==> src/rtl/efuse_usr_ctrl.sv <==
`default_nettype none
// ============================================================================
// Module   : efuse_usr_ctrl
// Purpose  : Qualifies the 32-bit user eFuse word after reset. It waits a
//            settle interval, double-samples the word, retries on disagreement
//            and optionally checks parity. It then serves byte reads to the
//            register side over a req/ack handshake.
// Revision : 1.0 - initial release
// ============================================================================
module efuse_usr_ctrl #(
  parameter int unsigned SETTLE_CYCLES = 16,  // 1..65535
  parameter int unsigned MAX_RETRY     = 3,   // 0..15
  parameter int unsigned PARITY_EN     = 0    // 1: bit 31 is even parity of [30:0]
) (
  input  logic        clock,
  input  logic        reset_n,
  input  logic [31:0] efuse_usr,
  input  logic        rescan,
  input  logic        rd_req,
  input  logic [1:0]  rd_addr,
  output logic        rd_ack,
  output logic [7:0]  rd_data,
  output logic        rd_err,
  output logic [31:0] value,
  output logic        valid,
  output logic        error,
  output logic        parity_err,
  output logic        busy,
  output logic [3:0]  retry_cnt
);

  localparam logic [15:0] c_settle_last = 16'(SETTLE_CYCLES - 1);
  localparam logic [3:0]  c_max_retry   = 4'(MAX_RETRY);

  typedef enum logic [2:0] {
    ST_SETTLE = 3'd0,
    ST_CAP_A  = 3'd1,
    ST_CAP_B  = 3'd2,
    ST_CHECK  = 3'd3,
    ST_DONE   = 3'd4,
    ST_FAIL   = 3'd5
  } state_e;

  state_e      state_q, state_d;
  logic [15:0] cnt_q, cnt_d;
  logic [31:0] sample_a_q, sample_a_d;
  logic [31:0] sample_b_q, sample_b_d;
  logic [31:0] value_q, value_d;
  logic        valid_q, valid_d;
  logic        error_q, error_d;
  logic        parity_err_q, parity_err_d;
  logic [3:0]  retry_q, retry_d;
  logic        busy_q, busy_d;
  logic        pend_q, pend_d;
  logic [1:0]  pend_addr_q, pend_addr_d;
  logic        rd_ack_q, rd_ack_d;
  logic [7:0]  rd_data_q, rd_data_d;
  logic        rd_err_q, rd_err_d;

  // High on the edge where the scan reaches DONE or FAIL; pending reads are
  // answered on that same edge so the ack lines up with valid/error.
  logic        enter_term;
  logic        in_term;
  logic        accept;
  logic        serve_now;
  logic        serve;
  logic [1:0]  sel_addr;

  assign in_term = (state_q == ST_DONE) || (state_q == ST_FAIL);

  // Scan sequencer: settle, double-sample, compare, then hold the verdict.
  always_comb begin
    state_d      = state_q;
    cnt_d        = cnt_q;
    sample_a_d   = sample_a_q;
    sample_b_d   = sample_b_q;
    value_d      = value_q;
    valid_d      = valid_q;
    error_d      = error_q;
    parity_err_d = parity_err_q;
    retry_d      = retry_q;
    enter_term   = 1'b0;
    case (state_q)
      ST_SETTLE: begin
        if (cnt_q == c_settle_last) begin
          cnt_d   = '0;
          state_d = ST_CAP_A;
        end else begin
          cnt_d = cnt_q + 16'd1;
        end
      end
      ST_CAP_A: begin
        sample_a_d = efuse_usr;
        state_d    = ST_CAP_B;
      end
      ST_CAP_B: begin
        sample_b_d = efuse_usr;
        state_d    = ST_CHECK;
      end
      ST_CHECK: begin
        if (sample_a_q != sample_b_q) begin
          if (retry_q < c_max_retry) begin
            retry_d = retry_q + 4'd1;
            cnt_d   = '0;
            state_d = ST_SETTLE;
          end else begin
            error_d    = 1'b1;
            state_d    = ST_FAIL;
            enter_term = 1'b1;
          end
        end else if ((PARITY_EN != 0) && (^sample_a_q)) begin
          // A stable word with bad parity will not improve on a re-scan.
          error_d      = 1'b1;
          parity_err_d = 1'b1;
          state_d      = ST_FAIL;
          enter_term   = 1'b1;
        end else begin
          value_d    = sample_a_q;
          valid_d    = 1'b1;
          state_d    = ST_DONE;
          enter_term = 1'b1;
        end
      end
      ST_DONE, ST_FAIL: begin
        if (rescan) begin
          // value is deliberately kept until the next successful scan.
          state_d      = ST_SETTLE;
          cnt_d        = '0;
          valid_d      = 1'b0;
          error_d      = 1'b0;
          parity_err_d = 1'b0;
          retry_d      = '0;
        end
      end
      default: begin
        state_d = ST_SETTLE;
        cnt_d   = '0;
      end
    endcase
    busy_d = !((state_d == ST_DONE) || (state_d == ST_FAIL));
  end

  // Read port: accept one request at a time, answer immediately when settled,
  // otherwise park it until the scan reaches a verdict.
  always_comb begin
    pend_d      = pend_q;
    pend_addr_d = pend_addr_q;
    accept      = rd_req && !pend_q && !rd_ack_q;
    // A same-cycle rescan takes priority, so the read waits for fresh data.
    serve_now   = accept && in_term && !rescan;
    if (accept && !serve_now) begin
      pend_d      = 1'b1;
      pend_addr_d = rd_addr;
    end
    serve    = serve_now || (pend_d && enter_term);
    sel_addr = serve_now ? rd_addr : pend_addr_d;
    if (serve && !serve_now) begin
      pend_d = 1'b0;
    end
    rd_ack_d  = serve;
    rd_err_d  = serve && error_d;
    rd_data_d = (serve && !error_d) ? 8'(value_d >> {sel_addr, 3'b000}) : 8'h00;
  end

  // State and output registers; reset is asynchronous so outputs drop at once.
  always_ff @(posedge clock or negedge reset_n) begin
    if (!reset_n) begin
      state_q      <= ST_SETTLE;
      cnt_q        <= '0;
      sample_a_q   <= '0;
      sample_b_q   <= '0;
      value_q      <= '0;
      valid_q      <= 1'b0;
      error_q      <= 1'b0;
      parity_err_q <= 1'b0;
      retry_q      <= '0;
      busy_q       <= 1'b1;
      pend_q       <= 1'b0;
      pend_addr_q  <= '0;
      rd_ack_q     <= 1'b0;
      rd_data_q    <= '0;
      rd_err_q     <= 1'b0;
    end else begin
      state_q      <= state_d;
      cnt_q        <= cnt_d;
      sample_a_q   <= sample_a_d;
      sample_b_q   <= sample_b_d;
      value_q      <= value_d;
      valid_q      <= valid_d;
      error_q      <= error_d;
      parity_err_q <= parity_err_d;
      retry_q      <= retry_d;
      busy_q       <= busy_d;
      pend_q       <= pend_d;
      pend_addr_q  <= pend_addr_d;
      rd_ack_q     <= rd_ack_d;
      rd_data_q    <= rd_data_d;
      rd_err_q     <= rd_err_d;
    end
  end

  assign value      = value_q;
  assign valid      = valid_q;
  assign error      = error_q;
  assign parity_err = parity_err_q;
  assign busy       = busy_q;
  assign retry_cnt  = retry_q;
  assign rd_ack     = rd_ack_q;
  assign rd_data    = rd_data_q;
  assign rd_err     = rd_err_q;

endmodule
`default_nettype wire

==> config.mk <==
export PLATFORM = sky130hd
export DESIGN_NAME = efuse_usr_ctrl
export DESIGN_NICKNAME = d
export VERILOG_FILES = /design/src/rtl/efuse_usr_ctrl.sv
export SDC_FILE = /design/constraint.sdc
export NUM_CORES = 1
export LEC_CHECK = 0
export ABC_CLOCK_PERIOD_IN_PS = 2500
export BUFFER_PORTS_ARGS = -buffer_cell sky130_fd_sc_hd__buf_4
export CAP_MARGIN = 20
export CORE_MARGIN = 2
export CORE_UTILIZATION = 55
export CTS_CLUSTER_DIAMETER = 150
export CTS_CLUSTER_SIZE = 28
export DETAILED_ROUTE_END_ITERATION = 10
export PLACE_DENSITY_LB_ADDON = 0.12
export SETUP_SLACK_MARGIN = 0.1
export SKIP_CTS_REPAIR_TIMING = 1
export SLEW_MARGIN = 20
export SYNTH_ARGS = -nofsm -noshare
export SYNTH_HDL_FRONTEND = slang
export SYNTH_SLANG_ARGS = --single-unit
==> constraint.sdc <==
create_clock -name clock -period 2.5 [get_ports clock]
set_input_delay 0.75 -clock clock [delete_from_list [all_inputs] [get_ports clock]]
set_output_delay 0.75 -clock clock [all_outputs]
set_load 0.005 [all_outputs]
# ---- Word level (Yosys, flattened, before mapping)
# Index checks and enable logic that the tools add are counted.
dict set report op_classes {
  n_addsub 2
  shifts 1
  bitwise_logic 1
  reduce_logical 25
  muxes 31
  eq_ne 13
  order_cmp 1
}
# op n
set ops {}
lappend ops {{16-bit two-way mux} 4}
lappend ops {{32-bit two-way mux} 2}
lappend ops {{16-bit one-hot mux with 4 select lines} 1}
lappend ops {{32-bit inequality test} 1}
lappend ops {{32-bit by 5-bit right shift with 8-bit output} 1}
lappend ops {{16-bit by 1-bit adder with 16-bit output (second input constant)} 1}
lappend ops {{16-bit by 4-bit == test with 1-bit output (second input constant)} 1}
lappend ops {{3-bit one-hot mux with 5 select lines} 1}
lappend ops {{3-bit == test (second input constant)} 4}
lappend ops {{3-bit two-way mux} 4}
lappend ops {{4-bit two-way mux} 3}
lappend ops {{1-bit two-way mux} 10}
lappend ops {{1-bit logical AND} 9}
lappend ops {{8-bit two-way mux} 1}
lappend ops {{2-bit inequality test (second input constant)} 4}
lappend ops {{4-bit one-hot mux with 2 select lines} 1}
lappend ops {{4-bit AND reduction} 2}
lappend ops {{3-bit by 2-bit == test with 1-bit output (second input constant)} 2}
lappend ops {{1-bit logical NOT} 6}
lappend ops {{4-bit by 1-bit adder with 4-bit output (second input constant)} 1}
lappend ops {{4-bit by 2-bit < comparator with 1-bit output (second input constant)} 1}
lappend ops {{2-bit two-way mux} 2}
lappend ops {{1-bit one-hot mux with 2 select lines} 2}
lappend ops {{2-bit OR reduction} 2}
lappend ops {{6 further kinds} 8}
dict set report totals {
  in_bits 38
  ff_bits 135
  elab_cells 88
  out_inout_bits 50
}

# ---- Depth between registers and ports, before layout
# Gate-level depths: netlist (run 1).
dict set report logic_depth {
  depth_word 12
  depth_mapped 8
  ltp_nobuf 7
}

# ---- Worst setup path after synthesis (run 1)
# OpenSTA, ideal clock, no wires.
dict set report synth_path {
  path_type {input to register}
  startpoint {in rd_req}
  endpoint {reg rd_data_q[6], in the netlist rd_data[6]}
  required_time_ps 2378
  setup_slack_ps -15
  arrival_ps 2393
  path_stages 7
  setup_ps 122
  path_cell_list {or3b_1 > buf_2 > mux2_2 > clkbuf_1 > nand2_1 > a22o_1 > a2111oi_1}
}
dict set report synth_between {
  elab_chain_len 11
}
# element line
set synth_rtl {}
lappend synth_rtl {{start, declared} 19} ;# input logic rd_req,
lappend synth_rtl {{1-bit logical AND (*) (2 in a row)} 148} ;# accept = rd_req && !pend_q && !rd_ack_q;
lappend synth_rtl {{branches (longest 8 deep; another with 32-bit by 5-bit right shift with 8-bit output)} -}
lappend synth_rtl {{8-bit two-way mux (*)} 162} ;# rd_data_d = (serve && !error_d) ? 8'(value_d >> {sel_addr, 3'b000}) : 8'h00;
lappend synth_rtl {{net rd_data_d[6]} 57} ;# logic [7:0] rd_data_q, rd_data_d;
lappend synth_rtl {{end signal, assigned} 197} ;# rd_data_q <= rd_data_d;
lappend synth_rtl {{end, declared} 57}
# Mark *: on every way through the listed nets, which the timed path passes.
# A chain may end at the register's enable or synchronous reset.

# ---- Worst setup path in the final report (run 1)
dict set report layout_path {
  startpoint {reg sample_a_q[7]}
  endpoint {reg rd_data_q[4], in the netlist rd_data[4]}
}
dict set report layout_between {
  elab_chain_len 7
}
# element line
set layout_rtl {}
lappend layout_rtl {{start, declared} 46} ;# logic [31:0] sample_a_q, sample_a_d;
lappend layout_rtl {{start signal, assigned} 186} ;# sample_a_q <= sample_a_d;
lappend layout_rtl {{32-bit inequality test (*)} 101} ;# if (sample_a_q != sample_b_q) begin
lappend layout_rtl {{branches (longest 5 deep; another with 32-bit two-way mux)} -}
lappend layout_rtl {{8-bit two-way mux (*)} 162}
lappend layout_rtl {{net rd_data_d[4]} 57}
# Marks and branches as above.

==> results.py, run 1 <==
metrics = {
    "grt": {
        "grt_pass1_vias": 4877,
        "grt_overflow": 0,
        "grt_pass1_wl_mm": 24.8,
        "grtUsageTotal_pct": 26.1,
        "grt_antenna_before_repair": 0,
        "grt_max_degree": 49,
    },
    "power_and_ir_drop": {
        "power.density_nw_per_um2": 678,
        "ir_drop_v": 0.000574,
        "p_leak_nw": 3.94,
    },
    "timing": {
        "holdWs_ns": 0.260,
        "finClkSkew_ns": 0.00886,
        "setup_viol": 1,
        "worst_slack_ns": -0.00773,
        "rsz0062_at_grt": "true",
        "worst_slew_pin_slew_ns": 0.637,
        "timing.final.crit_share_pct": 100,
        "hold_viol_final": 0,
        "finalMaxSlewViolations": 0,
        "max_freq_ghz": 0.399,
        "slew_headroom_pct": 57.4,
        "post-route-min-period_ns": 2.51,
    },
    "job": {
        "drv_cap": 0,
    },
    "worst_setup_path": {
        "ff2ff_setup_slack_ns": -0.008,
        "critPathLaunchType": "register",
        "cp-endpoint": "rd_data[4]",
        "critPathArrivalTime_ns": 2.82,
        "cp_slowest_cell": "dfrtp_1",
        "reg2reg_from": "sample_a_q[7]",
        "worst_setup_path_end_kind": "register",
        "cpPeakStageDelay_ns": 0.42,
        "worst_r2r_endpoint": "rd_data[4]",
        "crit_type": "reg -> reg",
        "worstSetupStartpoint": "sample_a_q[7]",
        "path_cells": "xor2_2 > nor4_2 > buf_4 > nand4_1 > buf_6 > nor3_4 > buf_4 > a22oi_2 > buf_6 > a2111oi_4",
        "required_ns": 2.81,
        "reg2reg_depth": 10,
        "path_max_fanout": 6,
    },
    "placed_design": {
        "place_congestion": 0.844,
        "post-place-cells": 775,
        "place_hpwl_mm": 10.6,
        "io_buffers": 86,
    },
    "clock_tree": {
        "cts_buffers": 17,
        "clk_pin_slew_ns": 0.06,
        "cts_sinks": 135,
        "cts_root_buf": "clkbuf_16",
        "worst_skew_pair.late_latency_ns": 0.43,
        "cts_buffer_depth": 2,
        "cts_tree": "yes",
        "h-tree-depth": 4,
    },
    "floorplan": {
        "io_pins": 88,
        "die-area_um2": 12300,
        "coreArea_um2": 11300,
        "fp.dieH_um": 111,
        "start_util_pct": 55.7,
        "die_w_um": 111,
        "row_count": 39,
    },
    "final_layout": {
        "fin_nets": 702,
        "fin_util_pct": 76.5,
        "area_growth_pct": 37.3,
        "layout_commonest_cell": "dfrtp_1",
        "layout_common_cells": "134 x dfrtp_1, 121 x buf_4, 70 x mux2_2",
        "diodes": 0,
        "fin_cells": 818,
        "layout-drive-gt1-share_pct": 46.1,
    },
    "synth": {
        "syn_area_um2": 6280,
        "synth_compound_area_share_pct": 8.62,
        "synth_top_family_by_area": "multiplexers",
        "synth-simple-area-share_pct": 10.4,
        "ys_types": 47,
        "synth_cells": 522,
        "syn_area_per_cell_um2": 12.0,
        "synthAdderAreaFrac_pct": 0.398,
        "muxShareOfSynthArea_pct": 19.9,
        "synthXorXnorAreaFrac_pct": 4.46,
        "synth-warning-count": 0,
        "ys_seq_elements": 135,
        "synth_nets": 562,
        "seq_area_frac_synth_pct": 53.8,
    },
    "drt": {
        "drt_iter0_markers": 422,
        "post_drt_via_cell_ratio": 5.97,
        "drc": 0,
        "ant_nets": 0,
        "drt-total-wl_mm": 16.8,
        "wl_per_cell_um": 20.5,
        "drtPass1Iterations": 5,
        "num_vias": 4886,
    },
    "status": {
        "failed_checks": "setup timing",
        "status": "finished, violations left",
    },
    "min_path": {
        "hp-class": "in -> async",
    },
}
[where the power goes]
part           total [mW]  internal, mW  switching, mW  leakage (nW)
logic               0.888         0.415          0.473          1.93
registers            2.32          2.25         0.0633          1.70
clock network        2.64          1.70          0.939         0.313
total                5.85          4.37           1.48          3.94
[routing by layer]
metal  global-route usage, %  share of wire (%)  up-vias
met2                    45.8                 53      170
met1                    30.8                 40     2510
met5                       0                  0        -
li1                        -                  -     2173
met3                    6.23                4.6       33
met4                    10.3                2.3        0
[cell type report]
class | instances | area (um2)
Sequential cell | 135 | 3380
Inverter | 4 | 15.0
Timing Repair Buffer | 147 | 1340
Tap cell | 143 | 179
Clock inverter | 10 | 139
Clock buffer | 22 | 494
Fill cell | 692 | 2650
Multi-Input combinational cell | 357 | 3080
[Yosys cell counts, drive strengths merged]
library cell    n  area (um2)
nand3          13        65.1
a2111oi         8        85.1
o21ai           5        25.0
clkbuf         13        48.8
a31oi           3        18.8
o41ai           1        8.76
nand4           5        31.3
and3            3        18.8
nor2b           2        12.5
or3b            1        8.76
or3             2        12.5
a41oi           1        8.76
or2             1        6.26
a22o            8        70.1
ha              2        25.0
nor4           13        87.6
nand2          53         199
buf            13        81.3
o211ai          1        7.51
o32a            1        10.0
nand2b          4        25.0
dfstp           1        26.3
o21a            4        30.0
mux2          102        1150
nor2            9        33.8
conb            1        3.75
or4             6        45.0
xor2           32         280
dfrtp         134        3350
o31ai           8        60.1
a22oi           1        7.51
inv             4        15.0
and2            4        25.0
a21oi          42         210
and3b           1        8.76
nand3b          1        7.51
nor3            5        30.0
and4            1        8.76
nor3b           4        30.0
mux2i           9         103
[worst min-delay path by stage]
| stage | end | start |
|---|---|---|
| detailed placement | valid | valid |
| floorplan | cnt_q[0] | reset_n |
| global route | state_q[0] | reset_n |
| finish | valid | reset_n |
| global placement | valid | valid |
| CTS | valid | reset_n |
[metrics by stage]
| step | power (mW) | instance area [um2] | setup TNS, ns | setup WS [ns] |
|---|---|---|---|---|
| global placement | 3.12 | 7490 | -0.570 | -0.105 |
| detailed placement | 3.16 | 7490 | -2.08 | -0.213 |
| floorplan | 2.85 | 6310 | 0 | 0.0660 |
| CTS | 5.80 | 8120 | -2.04 | -0.142 |
| finish | 5.85 | 8630 | -0.00773 | -0.00773 |
| global route | 6.07 | 8630 | -0.438 | -0.0605 |
[sequential cells by signal, summed over array words and instances, names as in the netlist, 2 cells and up]
| name | cells |
|---|---|
| cnt_q | 16 |
| pend_addr_q | 2 |
| rd_data | 8 |
| retry_cnt | 4 |
| sample_a_q | 32 |
| sample_b_q | 32 |
| state_q | 3 |
| value | 32 |
[cells by family (layout without fill, tap and decap cells)]
family | count (synthesis) | count (layout)
flip-flops | 135 | 135
AND/OR/NAND/NOR | 128 | 128
multiplexers | 111 | 111
AO/OA/AOI/OAI | 83 | 83
XOR/XNOR | 32 | 32
buffers and inverters | 30 | 183
adder cells (fa/ha/maj) | 2 | 2
other | 1 | 1
[critical path, delay by kind of cell (launching register included)]
family                 cells  cell delay (ns)
XOR/XNOR                   1             0.20
buffers and inverters      4             0.69
flip-flops                 1             0.42
AND/OR/NAND/NOR            3             0.61
AO/OA/AOI/OAI              2             0.48
Power figures use the tool's default switching activity.
==> run 2, diff against run 1 <==
Settings changed: SETUP_SLACK_MARGIN 0.1 to 0.2, TNS_END_PERCENT from default to 30.
==> results.py, run 2 (synthesis gave the netlist of run 1 again) <==
metrics = {
    "timing": {
        "post-route-min-period_ns": 2.39,
        "timing.final.crit_share_pct": 95.6,
        "rsz0062_at_grt": "true",
        "slew_headroom_pct": 35.5,
        "worst_slew_pin_slew_ns": 0.964,
        "max_freq_ghz": 0.419,
        "finClkSkew_ns": 0.00894,
        "finalMaxSlewViolations": 0,
        "finalSetupTns_ns": 0,
        "setup_viol": 0,
        "hold_viol_final": 0,
    },
    "grt": {
        "grt_antenna_before_repair": 0,
        "grt_pass1_vias": 4826,
        "grt_overflow": 0,
        "grt_max_degree": 61,
        "grtUsageTotal_pct": 26.2,
        "grt_pass1_wl_mm": 24.9,
    },
    "clock_tree": {
        "cts_buffers": 17,
        "cts_root_buf": "clkbuf_16",
        "cts_sinks": 135,
        "cts_buffer_depth": 2,
        "clk_pin_slew_ns": 0.05,
        "worst_skew_pair.late_latency_ns": 0.42,
        "cts_tree": "yes",
        "h-tree-depth": 4,
    },
    "floorplan": {
        "fp.dieH_um": 111,
        "die-area_um2": 12300,
        "row_count": 39,
        "die_w_um": 111,
        "io_pins": 88,
        "start_util_pct": 55.7,
        "coreArea_um2": 11300,
    },
    "worst_setup_path": {
        "cpPeakStageDelay_ns": 0.41,
        "cp_slowest_cell": "dfrtp_1",
        "path_cells": "xor2_1 > nor4_1 > nand4_1 > buf_4 > nor3_4 > buf_6 > buf_12 > a21oi_1 > a2111oi_2",
        "worst_setup_path_end_kind": "register",
        "path_max_fanout": 6,
        "critPathArrivalTime_ns": 2.69,
        "required_ns": 2.80,
        "cpLargestDelayFamily": "simple AND/OR/NAND/NOR gates",
        "crit_type": "reg -> reg",
        "path_buf_inv": 3,
        "critPathLaunchType": "register",
    },
    "final_layout": {
        "layout_commonest_cell": "dfrtp_1",
        "layout_common_cells": "134 x dfrtp_1, 129 x buf_4, 101 x mux2_2",
        "diodes": 0,
        "layout-drive-gt1-share_pct": 44.6,
        "fin_nets": 698,
        "fin_cells": 813,
        "area_growth_pct": 32.1,
        "fin_util_pct": 73.6,
        "nFillCells": 801,
    },
    "min_path": {
        "hp-class": "in -> async",
    },
    "drt": {
        "drt_iter0_markers": 290,
        "drt-total-wl_mm": 15.6,
        "ant_nets": 0,
        "drc": 0,
        "wl_per_cell_um": 19.2,
        "post_drt_via_cell_ratio": 5.79,
        "drtPass1Iterations": 5,
        "num_vias": 4706,
    },
    "power_and_ir_drop": {
        "finalPower_mw": 5.81,
        "ir_drop_v": 0.000683,
        "power.density_nw_per_um2": 700,
        "p_leak_nw": 3.84,
    },
    "placed_design": {
        "place_hpwl_mm": 10.6,
        "place_congestion": 0.893,
        "io_buffers": 86,
        "post-place-cells": 776,
    },
    "status": {
        "status": "finished, final reports clean",
    },
    "job": {
        "drv_cap": 0,
    },
}
==> run 2: changes by cell type in the layout (fill, tap and decap cells not counted), sizes merged <==
cell      change
buf           -4
clkbuf        +1
clkinvlp      -1
nor3          +1
inv           -3
bufinv        +1
==> run 2: cell type report <==
type                       instances  area, um2  share of cell area [%]
clock inverter                     7        143                    1.72
timing repair buffer             142       1190                    14.4
tap                              143        179                    2.16
inverter                           4       15.0                   0.181
sequential                       135       3380                    40.7
multi-input combinational        358       2910                    35.0
clock buffer                      24        482                    5.80
==> run 2: per-layer routing <==
metal	vias up	wire [um]	track usage, %
li1	2176	-	-
met1	2375	6360	31.8
met4	0	350	11.2
met3	23	711	5.41
met2	132	8160	45.6
met5	-	0	0
==> run 2: worst paths after layout <==
path                                 from              to  slack [ns]  cells past startpoint
setup / recovery           sample_a_q[22]      rd_data[6]        0.11                      9
hold / removal                    reset_n    retry_cnt[1]        0.24                      1
setup reg to reg           sample_a_q[22]      rd_data[6]        0.11                      9
hold reg to reg                  cnt_q[2]        cnt_q[2]        0.50                      1
max in group asynchronous         reset_n  sample_a_q[10]        1.63                      2
min in group clock               cnt_q[2]        cnt_q[2]        0.50                      1
==> run 2: through the flow <==
stage,area (um2),setup WS [ns],hold WS (ns)
floorplan,6310,0.0847,0.454
global route,8300,-0.0000198,0.256
global placement,7460,-0.0928,0.466
detailed placement,7460,-0.179,0.473
CTS,8090,-0.147,0.230
finish,8300,0.111,0.238
==> run 2: report_power, final <==
| part | switching, mW | internal (mW) |
|---|---|---|
| Sequential | 0.0589 | 2.25 |
| Clock | 0.904 | 1.74 |
| Combinational | 0.447 | 0.400 |
